`config.mk`:
```
export PLATFORM = sky130hd
export DESIGN_NAME = spi_master_cmd_serializer
export DESIGN_NICKNAME = d
export VERILOG_FILES = /design/src/rtl/spi_pkg.sv /design/src/rtl/spi_shift_reg.sv /design/src/rtl/spi_master_cmd_serializer.sv
export SDC_FILE = /design/constraint.sdc
export NUM_CORES = 1
export LEC_CHECK = 0
export ABC_AREA = 1
export ABC_CLOCK_PERIOD_IN_PS = 1910
export BUFFER_PORTS_ARGS = -buffer_cell sky130_fd_sc_hd__clkbuf_2
export CAP_MARGIN = 20
export CORE_MARGIN = 4
export CORE_UTILIZATION = 59
export CTS_BUF_LIST = sky130_fd_sc_hd__clkbuf_8
export CTS_CLUSTER_SIZE = 16
export DETAILED_ROUTE_END_ITERATION = 16
export GPL_TIMING_DRIVEN = 0
export PLACE_DENSITY = 0.83
export SLEW_MARGIN = 25
export SYNTH_ARGS = -nofsm -noshare
export SYNTH_HDL_FRONTEND = slang
export SYNTH_HIERARCHICAL = 1
export SYNTH_SLANG_ARGS = --single-unit
export TNS_END_PERCENT = 5
```
`constraint.sdc`:
```
create_clock -name clk -period 1.91 [get_ports clk]
set_input_delay 0.382 -clock clk [delete_from_list [all_inputs] [get_ports clk]]
set_output_delay 0.382 -clock clk [all_outputs]
set_load 0.01 [all_outputs]
```
`src/rtl/spi_pkg.sv`:
```
// Shared opcode/state types and frame constants for the SPI master command serializer.
package spi_pkg;

    typedef enum logic [1:0] {
        WR_ADDR = 2'b00,
        WR_DATA = 2'b01,
        RD_ADDR = 2'b10,
        RD_DATA = 2'b11
    } spi_op_e;

    typedef enum logic [2:0] {
        ST_IDLE,
        ST_SHIFT,
        ST_TURN,
        ST_READ,
        ST_GAP
    } spi_mstate_e;

    localparam logic SLAVE_SELECTED = 1'b0;
    localparam int   CMD_W          = 10;
    localparam int   DATA_W         = 8;

    // The slave stays selected across the command, the turnaround and the read-back.
    function automatic logic frame_active(input spi_mstate_e st);
        return (st == ST_SHIFT) || (st == ST_TURN) || (st == ST_READ);
    endfunction

endpackage

```
`src/rtl/spi_shift_reg.sv`:
```
// MSB-first shift register: parallel load, or shift left taking serial_in into bit 0.
module spi_shift_reg #(
    parameter int WIDTH = 8
) (
    input  logic             clk,
    input  logic             rst,
    input  logic             load,
    input  logic             shift,
    input  logic [WIDTH-1:0] load_data,
    input  logic             serial_in,
    output logic [WIDTH-1:0] q
);

    always_ff @(posedge clk) begin
        // NOTE: non-blocking so every flop samples pre-edge values regardless of block order.
        if (rst) begin
            q <= '0;
        end else if (load) begin
            q <= load_data;
        end else if (shift) begin
            q <= {q[WIDTH-2:0], serial_in};
        end
    end

endmodule

```
`src/rtl/spi_master_cmd_serializer.sv`:
```
// Frames 10-bit RAM commands onto SS_n/MOSI and reads back a byte on MISO for RD_DATA.
// Optional SPI_MASTER_STATS_EN adds write/read frame counters.
module spi_master_cmd_serializer
    import spi_pkg::*;
#(
    parameter int TURNAROUND = 2,
    parameter int GAP_CYCLES = 1
) (
    input  logic        clk,
    input  logic        rst,
    input  logic        cmd_valid,
    output logic        cmd_ready,
    input  logic [1:0]  cmd_op,
    input  logic [7:0]  cmd_data,
    output logic        SS_n,
    output logic        MOSI,
    input  logic        MISO,
    output logic        rd_valid,
    output logic [7:0]  rd_data,
    output logic        busy
`ifdef SPI_MASTER_STATS_EN
    ,
    output logic [15:0] stat_wr_cnt,
    output logic [15:0] stat_rd_cnt
`endif
);

    spi_mstate_e       state;
    spi_mstate_e       next_state;
    logic [3:0]        cnt;
    spi_op_e           op_q;
    logic              accept;
    logic              shift_done;
    logic              read_done;
    logic [CMD_W-2:0]  tx_unused;
    logic              rx_unused;
    logic [DATA_W-2:0] rx_q;

    assign accept     = cmd_valid && cmd_ready;
    assign shift_done = (state == ST_SHIFT) && (cnt == 4'(CMD_W - 1));
    assign read_done  = (state == ST_READ) && (cnt == 4'(DATA_W - 1));

    // Zero fill keeps MOSI low once the last command bit has left.
    spi_shift_reg #(.WIDTH(CMD_W)) u_tx (
        .clk       (clk),
        .rst       (rst),
        .load      (accept),
        .shift     (state == ST_SHIFT),
        .load_data ({cmd_op, cmd_data}),
        .serial_in (1'b0),
        .q         ({MOSI, tx_unused})
    );

    // Only the first seven samples are held here; the eighth comes straight from MISO.
    spi_shift_reg #(.WIDTH(DATA_W)) u_rx (
        .clk       (clk),
        .rst       (rst),
        .load      (1'b0),
        .shift     (state == ST_READ),
        .load_data ('0),
        .serial_in (MISO),
        .q         ({rx_unused, rx_q})
    );

    always_comb begin
        // NOTE: default first so every path assigns next_state and no latch is inferred.
        next_state = state;
        case (state)
            ST_IDLE:  if (accept) next_state = ST_SHIFT;
            ST_SHIFT: if (shift_done) begin
                if (op_q != RD_DATA)      next_state = ST_GAP;
                else if (TURNAROUND == 0) next_state = ST_READ;
                else                      next_state = ST_TURN;
            end
            ST_TURN:  if (cnt == 4'(TURNAROUND - 1)) next_state = ST_READ;
            ST_READ:  if (read_done) next_state = ST_GAP;
            ST_GAP:   if (cnt == 4'(GAP_CYCLES - 1)) next_state = ST_IDLE;
            default:  next_state = ST_IDLE;
        endcase
    end

    // Outputs are registered from next_state so they line up with the state they describe.
    always_ff @(posedge clk) begin
        if (rst) begin
            state     <= ST_IDLE;
            cnt       <= '0;
            op_q      <= WR_ADDR;
            SS_n      <= ~SLAVE_SELECTED;
            cmd_ready <= 1'b0;
            busy      <= 1'b0;
            rd_valid  <= 1'b0;
            rd_data   <= '0;
        end else begin
            state <= next_state;
            if (next_state != state) begin
                cnt <= '0;
            end else if (state != ST_IDLE) begin
                cnt <= cnt + 4'd1;
            end
            if (accept) begin
                op_q <= spi_op_e'(cmd_op);
            end
            SS_n      <= frame_active(next_state) ? SLAVE_SELECTED : ~SLAVE_SELECTED;
            cmd_ready <= (next_state == ST_IDLE);
            busy      <= (next_state != ST_IDLE);
            rd_valid  <= read_done;
            if (read_done) begin
                rd_data <= {rx_q, MISO};
            end
        end
    end

`ifdef SPI_MASTER_STATS_EN
    always_ff @(posedge clk) begin
        if (rst) begin
            stat_wr_cnt <= '0;
            stat_rd_cnt <= '0;
        end else begin
            if (shift_done && (op_q != RD_DATA)) begin
                stat_wr_cnt <= stat_wr_cnt + 16'd1;
            end
            if (read_done) begin
                stat_rd_cnt <= stat_rd_cnt + 16'd1;
            end
        end
    end
`endif

endmodule

```
After elaboration in Yosys (flattened, before gate mapping)
Cells that the tools add are included.
Widths: inputs -> output; s select.
{"block": "word_totals", "regBits": 38, "inputBits": 14, "output_inout_bits": 13, "elab_cells": 45}
{"block": "classes", "add_sub_neg": 1, "n_eq_ne": 12, "muxes": 10, "n_reduce_logical": 12}
{"op": "$mux 10", "count": 2}
{"op": "$mux 3", "count": 6}
{"op": "$pmux 3 s5", "count": 1}
{"op": "$eq 3x2->1 const B", "count": 4}
{"op": "$eq 3x1->1 const B", "count": 2}
{"op": "$logic_not 3->1", "count": 2}
{"op": "$reduce_bool 3->1", "count": 2}
{"op": "$add 4x1->4 const B", "count": 1}
{"op": "$eq 4x1->1 const B", "count": 1}
{"op": "$eq 4x3->1 const B", "count": 1}
{"op": "$eq 4x4->1 const B", "count": 1}
{"op": "$logic_not 4->1", "count": 1}
{"op": "$eq 3x3->1 const B", "count": 1}
{"op": "$logic_and 1x1->1", "count": 3}
{"op": "$ne 3x3->1", "count": 1}
{"op": "$logic_or 1x1->1", "count": 2}
{"op": "$ne 2x2->1 const B", "count": 1}
{"op": "$reduce_bool 2->1", "count": 1}
{"op": "$reduce_or 2->1", "count": 1}
{"op": "$mux 1", "count": 1}

Longest topological paths before layout
{"block": "depth", "depth_word": 8, "ltp_mapped": 11, "ltp_nobuf": 11}

By module
The synthesis kept the hierarchy.
{"module": "spi_master_cmd_serializer", "n_inst": 1, "cells_each": 131, "area_per_inst_um2": 1009.7, "seq_area_each_um2": 420.4}
{"module": "spi_shift_reg (u_tx)", "n_inst": 1, "cells_each": 77, "area_per_inst_um2": 496.7, "seq_area_each_um2": 200.2}
{"module": "spi_shift_reg (u_rx)", "n_inst": 1, "cells_each": 63, "area_per_inst_um2": 411.6, "seq_area_each_um2": 160.2}

Least setup slack after synthesis
OpenSTA, ideal clock, no wires.
{"block": "synth_timing", "path_type": "reg2reg", "from": "reg cnt[0]", "to": "reg cnt[0]", "setup_time_ps": 73, "arrival_time_ps": 1263, "required_ps": 1837, "setup_slack_ps": 574, "stages_incl_launch_ff": 10, "path_buffers": 0, "period_less_slack_ps": 1336, "cell_sequence": "dfxtp_1 -> ha_1 -> nand2_1 -> nor2_2 -> nor2_2 -> nor2_4 -> nand2_2 -> nand2_2 -> nand2_4 -> nor3_2"}
{"block": "synth_between", "elab_chain_len": 6, "word_cells_on_any_way": 14, "cone_classes": "add/sub: 1; eq/ne: 4; mux: 5; reduce/logical: 4"}
{"item": "from (decl)", "line": "spi_master_cmd_serializer.sv:30", "source": "logic [3:0] cnt;"}
{"item": "from (signal assigned)", "line": "spi_master_cmd_serializer.sv:98", "source": "cnt <= cnt + 4'd1;"}
{"item": "$eq 4x3->1 or $eq 4x4->1 (tied branches)", "line": "spi_master_cmd_serializer.sv:41, spi_master_cmd_serializer.sv:40"}
{"item": "$logic_and 1x1->1 (on tied branches)", "line": "spi_master_cmd_serializer.sv:41, spi_master_cmd_serializer.sv:40"}
{"item": "$mux 3 (on tied branches)", "line": "spi_master_cmd_serializer.sv:76, spi_master_cmd_serializer.sv:70"}
{"item": "$pmux 3 s5", "line": "spi_master_cmd_serializer.sv:68", "source": "case (state)"}
{"item": "$ne 3x3->1", "line": "spi_master_cmd_serializer.sv:95", "source": "if (next_state != state) begin"}
{"item": "$reduce_or 2->1 (no line)"}
Several ways; a longest one is shown, not always the timed one.
A chain may end at the register's enable or synchronous reset.

Worst setup path after layout
{"block": "layout_timing", "from": "reg cnt[0]", "to": "reg cnt[3]"}
Same word-level chain as after synthesis.

==> metrics.md <==
| Metric | Value |
|---|---|
| Status | finished, final reports clean |
| Clock root cell | clkbuf_8 |
| Setup Crit Path Kind | flop to flop |
| H-Tree Depth | 2 |
| Post_cts resized | 0 |
| Max cap viols | 0 |
| Time the worst path needs with I/O delays and setup | 1540 ps |
| DRT Pass-1 Iters | 4 |
| Mean post-synth cell area | 7.09 sq um |
| Vias in the first global route | 1,594 |
| GPL Wtd Cong | 0.774 |
| Final Max Slew Viols | 0 |
| Number of setup buffers added after CTS | 0 |
| First-pass GRT wire length | 6840 um |
| Die Width | 64.3 um |
| # IOs | 27 |
| TritonCTS Buffers | 5 |
| Fmax | 0.650 GHz |
| Critical Path Source Type | flop |
| Reg2Reg Setup Slack | 370 ps |
| Cts hold-fix bufs | 0 |
| CP startpoint | cnt[0]$_SDFFE_PP0N_ |
| GRT overflow | 0 |
| Crit end category | flop |
| Hold_sp | cmd_op[0] |
| Worst path required time | 2120 ps |
| Clk slew on worst S/H paths | 80 ps |
| Fin crit share | 80.6% |
| Area delta synth->final | 18.8% |
| Routed len/inst | 10.5 um |
| Initial antenna violation count | 0 |
| Power per cell area | 850 mW/mm^2 |
| Leakage power | 1.09 nW |
| Chip height | 64.3 um |
| Worst r2r src | cnt[0]$_SDFFE_PP0N_ |
| Residual DRC | 0 |
| Hold endpoint | op_q[0]$_SDFFE_PP0P_ |
| Max IR drop VDD | 0.557 mV |
| RSZ-0062 raised after global routing | no |
| Logic pwr share | 12.2% |
| Share of layout cells above drive strength 1 | 22.5% |
| Reg2Reg Depth | 9 |
| Reg2reg end | cnt[3]$_SDFFE_PP0N_ |
| Dpl hpwl | 2710 um |
| Clk_skew | 8.55 ps |
| Largest net degree at the start of global routing | 14 |
| DRT iter0 DRCs | 160 |
| Crit path DAT | 1750 ps |
| Worst-Skew Late Latency | 290 ps |
| PortBufs | 26 |
| Clock Power Share | 42.6% |
| Row count | 20 |
| CTS tree | done |
| Syn Std Cell Area | 0.00187 sq mm |
| DRT antenna net count | 0 |
| Final WL | 3670 um |
| Final instance area | 0.00223 sq mm |
| CP max FO | 5 |
| Gr usage total | 20.5% |
| Final setup viols | 0 |
| Worst hold path class | primary input to flop |
| Area of the die | 0.00414 sq mm |
| Nets | 322 |
| Clock sinks | 38 |
| Clk buf depth | 2 |
| Final hold violations | 0 |
| Flop pwr share | 45.2% |
| Hold Crit Depth | 3 |
| DR vias | 1,698 |
| Cell Area, Placed | 0.00209 sq mm |
| Net Sw Frac | 23.9% |
| Vias per Instance | 4.85 |
| Power Internal | 1.44 mW |
| Core Region | 0.00305 sq mm |
| Mapped Cells | 264 |
| Yosys synthesis warning count | 6 |
| Total negative slack | 0 ps |
| Switch Pwr | 0.452 mW |
| N_diodes | 0 |
| Initial Utilization | 61.4% |
## stage by stage
stage               total power, mW  util, %  setup WS [ps]  cells  hold WS, ps
floorplan                      1.04        -            574    272          434
global placement               1.10     68.4            432    342          452
detailed placement             1.10     68.4            368    342          460
CTS                            1.91     72.9            349    350          374
global route                   1.99     72.9            236    350          403
finish                         1.89     72.9            371    350          380
## layout by cell type, fill, tap and decap left out
master and n:
o21ai_2 1, clkbuf_8 5, inv_1 30, conb_1 9, buf_6 3, a21oi_1 4, nor2_8 1, clkinv_4 2
dfxtp_1 38, nand3_1 34, nand2_2 6, nor2_4 3, inv_2 7, nand2_4 1, ha_1 3, nor2_1 28
buf_4 2, clkbuf_1 1, nor2_2 3, nor3_1 1, clkbuf_2 26, bufinv_16 2, o21ai_0 11, xor2_1 3
nand3_2 3, nand2_1 72, nor3_2 4, nand4_1 3
## worst max-delay path by stage
stage                                       to  slack [ps]  cells after the start
after floorplan            cnt[0]$_SDFFE_PP0N_         570                      9
after global placement    cmd_ready$_SDFF_PP0_         430                      9
after detailed placement   cnt[1]$_SDFFE_PP0N_         370                      9
after CTS                  cnt[1]$_SDFFE_PP0N_         350                      9
after global routing       cnt[3]$_SDFFE_PP0N_         240                      8
final                      cnt[3]$_SDFFE_PP0N_         370                      9
## registers in the layout, summed over array words and instances (netlist names)
register   flops
op_q           2
u_tx/q        10
cmd_ready      1
rd_valid       1
busy           1
SS_n           1
state          3
cnt            4
u_rx/q         7
rd_data        8
## area by class of cell
class                           instances  area (sq um)
Sequential cell                        38           761
Clock inverter                          3          68.8
Buffer                                  6          52.6
Inverter                               38           148
Fill cell                             268           827
Timing Repair Buffer                   26           130
Clock buffer                            5          68.8
Multi-Input combinational cell        190           942
Tap cell                               44          55.1
## critical path: stages, from the launching register on
cell	delay (ps)
dfxtp_1	420
ha_1	200
nand2_1	70
nor2_2	190
nor2_2	90
nor2_4	120
nand2_2	70
nand2_2	80
nand2_4	70
nor3_2	150
## power groups by stage
| stage | Sequential [mW] | Combinational, mW | Clock [mW] |
|---|---|---|---|
| after CTS | 0.855 | 0.230 | 0.822 |
| after floorplan | 0.871 | 0.169 | 0 |
| final | 0.855 | 0.231 | 0.807 |
| after global routing | 0.860 | 0.266 | 0.860 |
| after detailed placement | 0.873 | 0.229 | 0 |
| after global placement | 0.873 | 0.224 | 0 |
## routing by layer
metal  vias to the layer above  track usage [%]  share of wire [%]  wire [um]
met4                         0             7.92                1.3         48
li1                        899                -                  -          -
met5                         -                0                  0          0
met3                         6             5.80                6.4        233
met1                       744             24.7                 45       1640
met2                        49             34.5                 48       1750
Note: power is estimated with default switching activity, not from simulation.
